[src/rtl/classifier_sequencer_if.sv]
`default_nettype none
`timescale 1ns/1ps
// ----------------------------------------------------------------------------
// Module   : classifier_sequencer_if
// Purpose  : Row-engine handshake plus start/result bus of classifier_sequencer.
// Revision : 1.0  initial release
// ----------------------------------------------------------------------------
interface classifier_sequencer_if;
  logic        start;
  logic [31:0] row_result;
  logic        overflow;
  logic        done_row;
  logic [3:0]  row_select;
  logic        begin_mult;
  logic        busy;
  logic        result_valid;
  logic [3:0]  digit;
  logic [31:0] max_value;
  logic        ovf_seen;
  logic        timeout_err;

  modport master (
    input  start, row_result, overflow, done_row,
    output row_select, begin_mult, busy, result_valid,
           digit, max_value, ovf_seen, timeout_err
  );

  modport slave (
    output start, row_result, overflow, done_row,
    input  row_select, begin_mult, busy, result_valid,
           digit, max_value, ovf_seen, timeout_err
  );
endinterface
`default_nettype wire

[src/rtl/classifier_sequencer.sv]
`default_nettype none
`timescale 1ns/1ps
// ----------------------------------------------------------------------------
// Module   : classifier_sequencer
// Purpose  : Issues one multiplier row per class and tracks the arg-max result.
// Revision : 1.0  initial release
// ----------------------------------------------------------------------------
module classifier_sequencer #(
  parameter int NUM_ROWS = 10,
  parameter int TIMEOUT  = 1023
) (
  input  wire logic              clk,
  input  wire logic              n_rst,
  classifier_sequencer_if.master bus
);

  localparam int          c_WD_W     = (TIMEOUT < 3) ? 1 : $clog2(TIMEOUT);
  localparam logic [c_WD_W-1:0] c_WD_LAST = c_WD_W'(TIMEOUT - 1);
  localparam logic [3:0]  c_LAST_ROW = 4'(NUM_ROWS - 1);

  typedef enum logic [2:0] {
    S_IDLE    = 3'd0,
    S_ISSUE   = 3'd1,
    S_WAIT    = 3'd2,
    S_COMPARE = 3'd3,
    S_DONE    = 3'd4
  } state_t;

  state_t             r_state;
  logic [3:0]         r_row;
  logic [c_WD_W-1:0]  r_wd;
  logic signed [31:0] r_sample;
  logic signed [31:0] r_max;
  logic [3:0]         r_digit;
  logic               r_ovf;
  logic               r_tmo;
  logic               r_begin;
  logic               r_valid;

  logic signed [31:0] w_sample;
  logic               w_better;

  // An overflowed sum has the wrong sign bit, so the sign tells the wrap direction.
  always_comb begin
    w_sample = $signed(bus.row_result);
    if (bus.overflow) begin
      w_sample = bus.row_result[31] ? 32'sh7FFF_FFFF : 32'sh8000_0000;
    end
  end

  assign w_better = (r_row == 4'd0) || (r_sample > r_max);

  always_ff @(posedge clk or negedge n_rst) begin
    if (!n_rst) begin
      r_state  <= S_IDLE;
      r_row    <= 4'd0;
      r_wd     <= '0;
      r_sample <= '0;
      r_max    <= '0;
      r_digit  <= 4'd0;
      r_ovf    <= 1'b0;
      r_tmo    <= 1'b0;
      r_begin  <= 1'b0;
      r_valid  <= 1'b0;
    end else begin
      r_begin <= 1'b0;
      r_valid <= 1'b0;
      case (r_state)
        S_IDLE: begin
          r_row <= 4'd0;
          if (bus.start) begin
            r_state <= S_ISSUE;
            r_begin <= 1'b1;
            r_wd    <= '0;
            r_max   <= '0;
            r_digit <= 4'd0;
            r_ovf   <= 1'b0;
            r_tmo   <= 1'b0;
          end
        end
        S_ISSUE: begin
          r_wd    <= '0;
          r_state <= S_WAIT;
        end
        S_WAIT: begin
          // done_row takes priority over an expiring watchdog.
          if (bus.done_row) begin
            r_sample <= w_sample;
            r_ovf    <= r_ovf | bus.overflow;
            r_state  <= S_COMPARE;
          end else if (r_wd == c_WD_LAST) begin
            r_tmo   <= 1'b1;
            r_row   <= 4'd0;
            r_state <= S_IDLE;
          end else begin
            r_wd <= r_wd + c_WD_W'(1);
          end
        end
        S_COMPARE: begin
          if (w_better) begin
            r_max   <= r_sample;
            r_digit <= r_row;
          end
          if (r_row == c_LAST_ROW) begin
            r_state <= S_DONE;
            r_valid <= 1'b1;
          end else begin
            r_row   <= r_row + 4'd1;
            r_begin <= 1'b1;
            r_state <= S_ISSUE;
          end
        end
        S_DONE: begin
          r_row   <= 4'd0;
          r_state <= S_IDLE;
        end
        default: begin
          r_row   <= 4'd0;
          r_state <= S_IDLE;
        end
      endcase
    end
  end

  assign bus.row_select   = r_row;
  assign bus.begin_mult   = r_begin;
  assign bus.busy         = (r_state != S_IDLE);
  assign bus.result_valid = r_valid;
  assign bus.digit        = r_digit;
  assign bus.max_value    = r_max;
  assign bus.ovf_seen     = r_ovf;
  assign bus.timeout_err  = r_tmo;

endmodule
`default_nettype wire

[src/flat_wrapper.sv]
// flat-port wrapper written by rule: the top's interface ports become plain ports
module classifier_sequencer_flat 
#(
  parameter int NUM_ROWS = 10,
  parameter int TIMEOUT  = 1023
)
  (clk, n_rst, bus_start, bus_row_result, bus_overflow, bus_done_row, bus_row_select, bus_begin_mult, bus_busy, bus_result_valid, bus_digit, bus_max_value, bus_ovf_seen, bus_timeout_err);
  classifier_sequencer_if bus_i ();
  input  wire logic clk;
  input  wire logic n_rst;
  input wire logic [$bits(bus_i.start)-1:0] bus_start;
  input wire logic [$bits(bus_i.row_result)-1:0] bus_row_result;
  input wire logic [$bits(bus_i.overflow)-1:0] bus_overflow;
  input wire logic [$bits(bus_i.done_row)-1:0] bus_done_row;
  output wire logic [$bits(bus_i.row_select)-1:0] bus_row_select;
  output wire logic [$bits(bus_i.begin_mult)-1:0] bus_begin_mult;
  output wire logic [$bits(bus_i.busy)-1:0] bus_busy;
  output wire logic [$bits(bus_i.result_valid)-1:0] bus_result_valid;
  output wire logic [$bits(bus_i.digit)-1:0] bus_digit;
  output wire logic [$bits(bus_i.max_value)-1:0] bus_max_value;
  output wire logic [$bits(bus_i.ovf_seen)-1:0] bus_ovf_seen;
  output wire logic [$bits(bus_i.timeout_err)-1:0] bus_timeout_err;
  assign bus_i.start = bus_start;
  assign bus_i.row_result = bus_row_result;
  assign bus_i.overflow = bus_overflow;
  assign bus_i.done_row = bus_done_row;
  assign bus_row_select = bus_i.row_select;
  assign bus_begin_mult = bus_i.begin_mult;
  assign bus_busy = bus_i.busy;
  assign bus_result_valid = bus_i.result_valid;
  assign bus_digit = bus_i.digit;
  assign bus_max_value = bus_i.max_value;
  assign bus_ovf_seen = bus_i.ovf_seen;
  assign bus_timeout_err = bus_i.timeout_err;
  classifier_sequencer #(.NUM_ROWS(NUM_ROWS), .TIMEOUT(TIMEOUT)) u_core (.clk(clk), .n_rst(n_rst), .bus(bus_i));
endmodule
[config.mk]
export PLATFORM = sky130hd
export DESIGN_NAME = classifier_sequencer_flat
export DESIGN_NICKNAME = d
export VERILOG_FILES = /design/src/rtl/classifier_sequencer_if.sv /design/src/rtl/classifier_sequencer.sv /design/src/flat_wrapper.sv
export SDC_FILE = /design/constraint.sdc
export NUM_CORES = 1
export LEC_CHECK = 0
export ABC_CLOCK_PERIOD_IN_PS = 2300
export CAP_MARGIN = 20
export CORE_MARGIN = 2
export CORE_UTILIZATION = 48
export CTS_CLUSTER_DIAMETER = 200
export DETAILED_ROUTE_END_ITERATION = 8
export GPL_TIMING_DRIVEN = 0
export PLACE_DENSITY = 0.81
export SLEW_MARGIN = 20
export SYNTH_ARGS = -nofsm -noshare
export SYNTH_HDL_FRONTEND = slang
export SYNTH_SLANG_ARGS = --single-unit
[constraint.sdc]
create_clock -name clk -period 2.3 [get_ports clk]
set_clock_uncertainty 0.05 [all_clocks]
set_input_delay 0.345 -clock clk [delete_from_list [all_inputs] [get_ports clk]]
set_output_delay 0.345 -clock clk [all_outputs]
set_load 0.005 [all_outputs]
==> out/summary.txt, run 1 <==
flops & latches, synth: 89
Final Cycle Share: 117%
clk sink count: 89
Leak Pwr: 2.77 nW
RSZ-0062 raised after global routing: true
Max Cap Violations: 0
pwr/cell area: 1390 nW/um2
fillers: 755
hold path cells: 3
RR Endpoint: u_core.bus.max_value[11]
DR WL/cell: 16.6 um
post-layout min period: 2.69 ns
drt total wl: 12.3 mm
syn_area_per_cell: 9.63 um2
Clock Tree Root: clkbuf_8
vias: 4040
vias in the first global route: 4073
pin count of the biggest net entering global routing: 48
crit path kind: register to register
CP required: 2.50 ns
hold_ws: 0.407 ns
Max VDD drop: 0.000715 V
Slew HR: 61.5%
Mapped Nets: 565
setup ws final: -0.386 ns
top cell type's share of synthesized area: 47.1%
flip-flop and latch area: 2230 um2
CORE AREA: 9680 um2
final hold viol count: 0
first-pass GRT wire length: 19.4 mm
synth top area cells: dfrtp_1 47%, a21oi_1 12%, ha_1 9.8%
EDFF count, synth: 0
Die Footprint: 10700 um2
Ports: 82
FF-to-FF Start: u_core.bus.max_value[10]
Inserted Diodes: 0
crit path max-delay cell type: o41ai_4
clk_lat worst skew: 0.37 ns
Final Slew Violations: 0
antenna-violating nets left: 0
Post-Syn Area: 4730 um2
Worst EP arrival: 2.89 ns
final setup fails: 36
total gr overflow: 0
Final nets: 677
worst-margin pin slew: 0.578 ns
worst slack, placed: -0.653 ns
Final Power: 8.86 mW
CTS tree: built
num rows: 36
CP dominant cell by count: buf_4
share of cells above drive strength 1: 17.1%
Max Clk Rate: 0.372 GHz
Cell variety after synth: 39
Warnings, synthesis: 0
Min-Delay Path Class: input pin to register
register-to-register path setup slack: -0.39 ns
starting density of the core: 48.8%
H-tree depth: 3
IO Port Bufs: 80
DIE HEIGHT: 103 um
Post-synth ARST share: 100%
Syn Inst Count: 491
sequential share of the synthesized area: 47.1%
Synth Flop Type: dfrtp_1
number of vias per cell: 5.45
Worst Path Max Fanout: 5
Yosys top cell by area: dfrtp_1
DRC errors left: 0
Hold Crit Endpoint: u_core.bus.max_value[3]
initial antenna violation count: 0
Detailed Place HPWL: 8.28 mm
CP startpoint kind: register
FF-to-FF path depth: 11
Setup crit start: u_core.bus.max_value[10]
CTS buffer count: 9
failing checks: negative setup slack
outcome: finished, violations left
slowest stage delay, CP: 0.41 ns
Hold Crit Start: bus_start
Placer Congestion: 0.864
DR pass1 iterations: 4
area of the multi-input gates: 2440 um2
Max clock buf depth: 2
Critical Path Sink Type: register
Die W: 103 um
post-layout util: 65.6%
initial DRC count: 184
total track usage: 23.5%
Reg clk slew, reported paths: 0.08 ns
Layout area overhead: 34.4%
Setup TNS: -12.62 ns
worst path cell trace: inv_2, ha_4, a21oi_2, nand2_2, a221oi_2, nor2_2, o41ai_4, a31oi_4, buf_4, buf_4, mux2_2
## cells in the mapped netlist (3+ instances only)
cell type and instances:
dfrtp_1 89, or3_1 4, nor2_1 51, mux2_2 31
nand2_1 24, nor3_1 5, clkbuf_1 18, o21ai_0 13
ha_1 37, mux2i_1 6, nand3_1 8, buf_6 3
a21oi_1 115, nand4_1 9, xnor2_1 5, inv_1 40
## repair_timing
action	CTS	global route
endpoints found under the hold margin	42	0
pin swaps	9	12
endpoints found under the setup margin	37	65
setup buffers	12	5
hold buffers	1	0
gates cloned	2	0
resized for setup	21	24
## cell families after synthesis
family / count (synthesis) / share of synthesized area, %
DFF: 89 / 47.1
muxes: 38 / 8.89
and+or+nand+nor: 116 / 11.4
AOI/OAI and AO/OA: 139 / 15.9
adders and majority gates: 37 / 9.79
xor gates and xnor gates: 7 / 1.30
buffers and inverters: 65 / 5.69
## cell type report
cell class                 count  share of cell area, %
buffer                        25                   2.24
clock buffer                  12                   2.44
clock inverter                 4                   1.18
inverter                      40                   2.36
multi-input combinational    337                   38.4
sequential                    89                   35.1
tap                          133                   2.62
timing repair buffer         101                   15.7
## power by group
group / internal (mW) / switching [mW] / total, mW
combinational: 2.60 / 2.29 / 4.89
sequential: 2.22 / 0.515 / 2.73
clock: 0.672 / 0.569 / 1.24
total: 5.49 / 3.38 / 8.86
## state kept, by name (all words and copies together), names as in the netlist
name,cells
u_core.r_state,3
u_core.bus.ovf_seen,1
u_core.bus.digit,4
u_core.bus.row_select,4
u_core.bus.timeout_err,1
u_core.bus.result_valid,1
u_core.bus.begin_mult,1
u_core.r_sample,32
u_core.bus.max_value,32
u_core.r_wd,10
## metal layers
metal | up-vias | track usage, % | routed length, um
li1 | 1918 | - | -
met1 | 1998 | 30.6 | 5330
met2 | 100 | 39.9 | 6220
met3 | 24 | 4.17 | 464
met4 | 0 | 8.00 | 312
met5 | - | 0 | 0
## how the worst max path moves through the flow
stage / endpoint / cells past startpoint
after floorplan: u_core.bus.max_value[17] / 9
after global placement: u_core.r_wd[4] / 1
after detailed placement: u_core.bus.max_value[10] / 8
final: u_core.bus.max_value[11] / 11
after CTS: u_core.bus.max_value[31] / 9
after global routing: u_core.bus.max_value[5] / 11
## critical path, delay by kind of cell, from the launching register on
family	cells	cell delay [ns]
flops	1	0.40
mux	1	0.28
fa+ha+maj	1	0.22
compound gates	4	1.05
simple gates	2	0.16
buf+inv	3	0.43
## stage by stage
step | area, um2 | std cells
final | 6350 | 741
after global routing | 6350 | 741
after CTS | 6230 | 736
after detailed placement | 5800 | 705
after global placement | 5780 | 704
after floorplan | 4810 | 491
## layout by cell type, fill, tap and decap left out, types with 3 or more instances in the layout
master / instances
a21oi_1: 113
buf_4: 15
buf_6: 5
clkbuf_1: 16
clkbuf_2: 3
clkbuf_8: 11
clkdlybuf4s50_1: 79
dfrtp_1: 88
ha_1: 32
ha_4: 5
inv_1: 38
mux2_2: 16
mux2_4: 16
mux2i_1: 6
nand2_1: 23
nand3_1: 7
nand4_1: 9
nor2_1: 49
nor3_1: 4
nor3_4: 3
o21ai_0: 12
or3_1: 4
xnor2_1: 5
Note: power is estimated with default switching activity, not from simulation.
==> run 2: changes to the inputs <==
--- a/config.mk
+++ b/config.mk
@@ -5,7 +5,7 @@
 export SDC_FILE = /design/constraint.sdc
 export NUM_CORES = 1
 export LEC_CHECK = 0
-export ABC_CLOCK_PERIOD_IN_PS = 2300
+export ABC_CLOCK_PERIOD_IN_PS = 2200
 export CAP_MARGIN = 20
 export CORE_MARGIN = 2
 export CORE_UTILIZATION = 48
==> constraint.sdc (replaced) <==
create_clock -name clk -period 2.2 [get_ports clk]
set_clock_uncertainty 0.05 [all_clocks]
set_input_delay 0.33 -clock clk [delete_from_list [all_inputs] [get_ports clk]]
set_output_delay 0.33 -clock clk [all_outputs]
set_load 0.005 [all_outputs]
==> out/summary.txt, run 2 (synthesis results as in run 1) <==
Final nets: 690
initial antenna violation count: 0
Leak Pwr: 2.84 nW
Inserted Diodes: 0
most frequent cells in the layout: 111 x a21oi_1, 88 x dfrtp_1, 78 x clkdlybuf4s50_1
register-to-register path setup slack: -0.43 ns
fillers: 714
Hold Crit Endpoint: u_core.bus.max_value[1]
initial DRC count: 149
drt total wl: 12.3 mm
DRC errors left: 0
Final Cycle Share: 119%
Worst EP arrival: 2.83 ns
CORE AREA: 9680 um2
Reg clk slew, reported paths: 0.09 ns
FF-to-FF path depth: 11
pwr/cell area: 1480 nW/um2
crit path kind: register to register
final instance area: 6520 um2
Clock Tree Root: clkbuf_8
Worst Path Max Fanout: 8
hold_ws: 0.379 ns
RSZ-0062 raised after global routing: true
Hold Crit Start: bus_start
Max VDD drop: 0.000838 V
CP startpoint kind: register
Max Cap Violations: 0
vias: 4083
Die Footprint: 10700 um2
IO Port Bufs: 80
FF-to-FF Start: u_core.bus.max_value[7]
RR Endpoint: u_core.bus.max_value[29]
DIE HEIGHT: 103 um
Post-DP Area: 5800 um2
DR WL/cell: 16.4 um
Final Slew Violations: 0
clk sink count: 89
CTS tree: built
setup ws final: -0.426 ns
final setup fails: 36
pin count of the biggest net entering global routing: 54
Min-Delay Path Class: input pin to register
commonest non-fill, non-tap cell in the layout: a21oi_1
crit path max-delay cell type: dfrtp_1
CTS buffer count: 9
H-tree depth: 3
area of the multi-input gates: 2490 um2
Detailed Place HPWL: 8.14 mm
num rows: 36
final hold viol count: 0
Placer Congestion: 0.850
Ports: 82
CP required: 2.40 ns
CP top delay family: compound AO/OA/AOI/OAI gates
Max Clk Rate: 0.381 GHz
worst path bufs/invs: 3
post-layout min period: 2.63 ns
antenna-violating nets left: 0
number of vias per cell: 5.42
Critical Path Sink Type: register
worst path cell trace: inv_2, ha_4, a21oi_2, o21ai_2, a221oi_2, nor2_2, o41ai_4, a31oi_4, buf_6, buf_12, mux2_4
vias in the first global route: 4023
worst-margin pin slew: 0.554 ns
DR pass1 iterations: 4
total gr overflow: 0
clk_lat worst skew: 0.36 ns
outcome: finished, violations left
Max clock buf depth: 2
slowest stage delay, CP: 0.40 ns
hold path cells: 3
flip-flop and latch area: 2230 um2
Layout area overhead: 37.9%
first-pass GRT wire length: 18.9 mm
failing checks: negative setup slack
total track usage: 23.1%
starting density of the core: 48.8%
Die W: 103 um
Slew HR: 63.1%
share of cells above drive strength 1: 20.9%
## run 2: routing by layer
layer	global-route usage, %	share of wire [%]	up-vias
li1	-	-	1952
met1	31.1	42	1998
met2	37.1	51	112
met3	5.58	5.0	21
met4	7.69	2.1	0
met5	0	0	-
## run 2: worst min-delay path: stages
cell	delay, ns
buf_2	0.15
a21oi_1	0.13
mux2_2	0.15
## run 2: worst max-delay path by stage
| stage | start | to | slack, ns | cells past startpoint |
|---|---|---|---|---|
| after floorplan | u_core.bus.max_value[5] | u_core.bus.max_value[17] | -0.27 | 9 |
| after global placement | n_rst | u_core.r_wd[4] | -2.40 | 1 |
| after detailed placement | u_core.bus.max_value[31] | u_core.bus.max_value[22] | -0.70 | 8 |
| after CTS | u_core.r_sample[9] | u_core.bus.max_value[31] | -0.43 | 9 |
| after global routing | u_core.bus.max_value[27] | u_core.bus.max_value[22] | -0.49 | 12 |
| final | u_core.bus.max_value[7] | u_core.bus.max_value[29] | -0.43 | 11 |
## run 2: what timing repair did
| action | in CTS | in global routing |
|---|---|---|
| setup buffers | 12 | 18 |
| hold buffers | 1 | 0 |
| endpoints found under the setup margin | 39 | 72 |
| pin swaps | 11 | 17 |
| gates cloned | 2 | 0 |
| resized for setup | 24 | 29 |
| hold endpoints to repair | 36 | 0 |
## run 2: cell type report
class / count / share of cell area, %
plain buffers: 25 / 2.23
clock buffers: 9 / 1.90
clock inverters: 7 / 1.80
inverters: 40 / 2.30
multi-input cells: 337 / 38.2
flip-flops and latches: 89 / 34.2
well taps: 133 / 2.55
repair buffers: 114 / 16.8
## run 2: metrics by stage
step	instances	power [mW]	util [%]	setup TNS, ns	worst slack (ns)
after floorplan	491	5.57	-	-7.87	-0.270
after global placement	704	6.96	59.7	-237.47	-2.40
after detailed placement	705	7.16	59.9	-25.00	-0.705
after CTS	736	8.96	64.6	-14.25	-0.435
after global routing	754	10.4	67.3	-16.50	-0.489
final	754	9.66	67.3	-14.14	-0.426
## run 2: power by group
| group | internal [mW] | total, mW | switching (mW) |
|---|---|---|---|
| clock network | 0.757 | 1.36 | 0.607 |
| logic | 2.93 | 5.43 | 2.50 |
| registers | 2.32 | 2.87 | 0.554 |
==> run 3: changes to the inputs <==
--- a/config.mk
+++ b/config.mk
@@ -6,10 +6,8 @@
 export NUM_CORES = 1
 export LEC_CHECK = 0
 export ABC_CLOCK_PERIOD_IN_PS = 2200
-export CAP_MARGIN = 20
 export CORE_MARGIN = 2
 export CORE_UTILIZATION = 48
-export CTS_CLUSTER_DIAMETER = 200
 export DETAILED_ROUTE_END_ITERATION = 8
 export GPL_TIMING_DRIVEN = 0
 export PLACE_DENSITY = 0.81
==> results of run 3 <==
No change in the layout: final DEF, timing and power equal those of run 2.
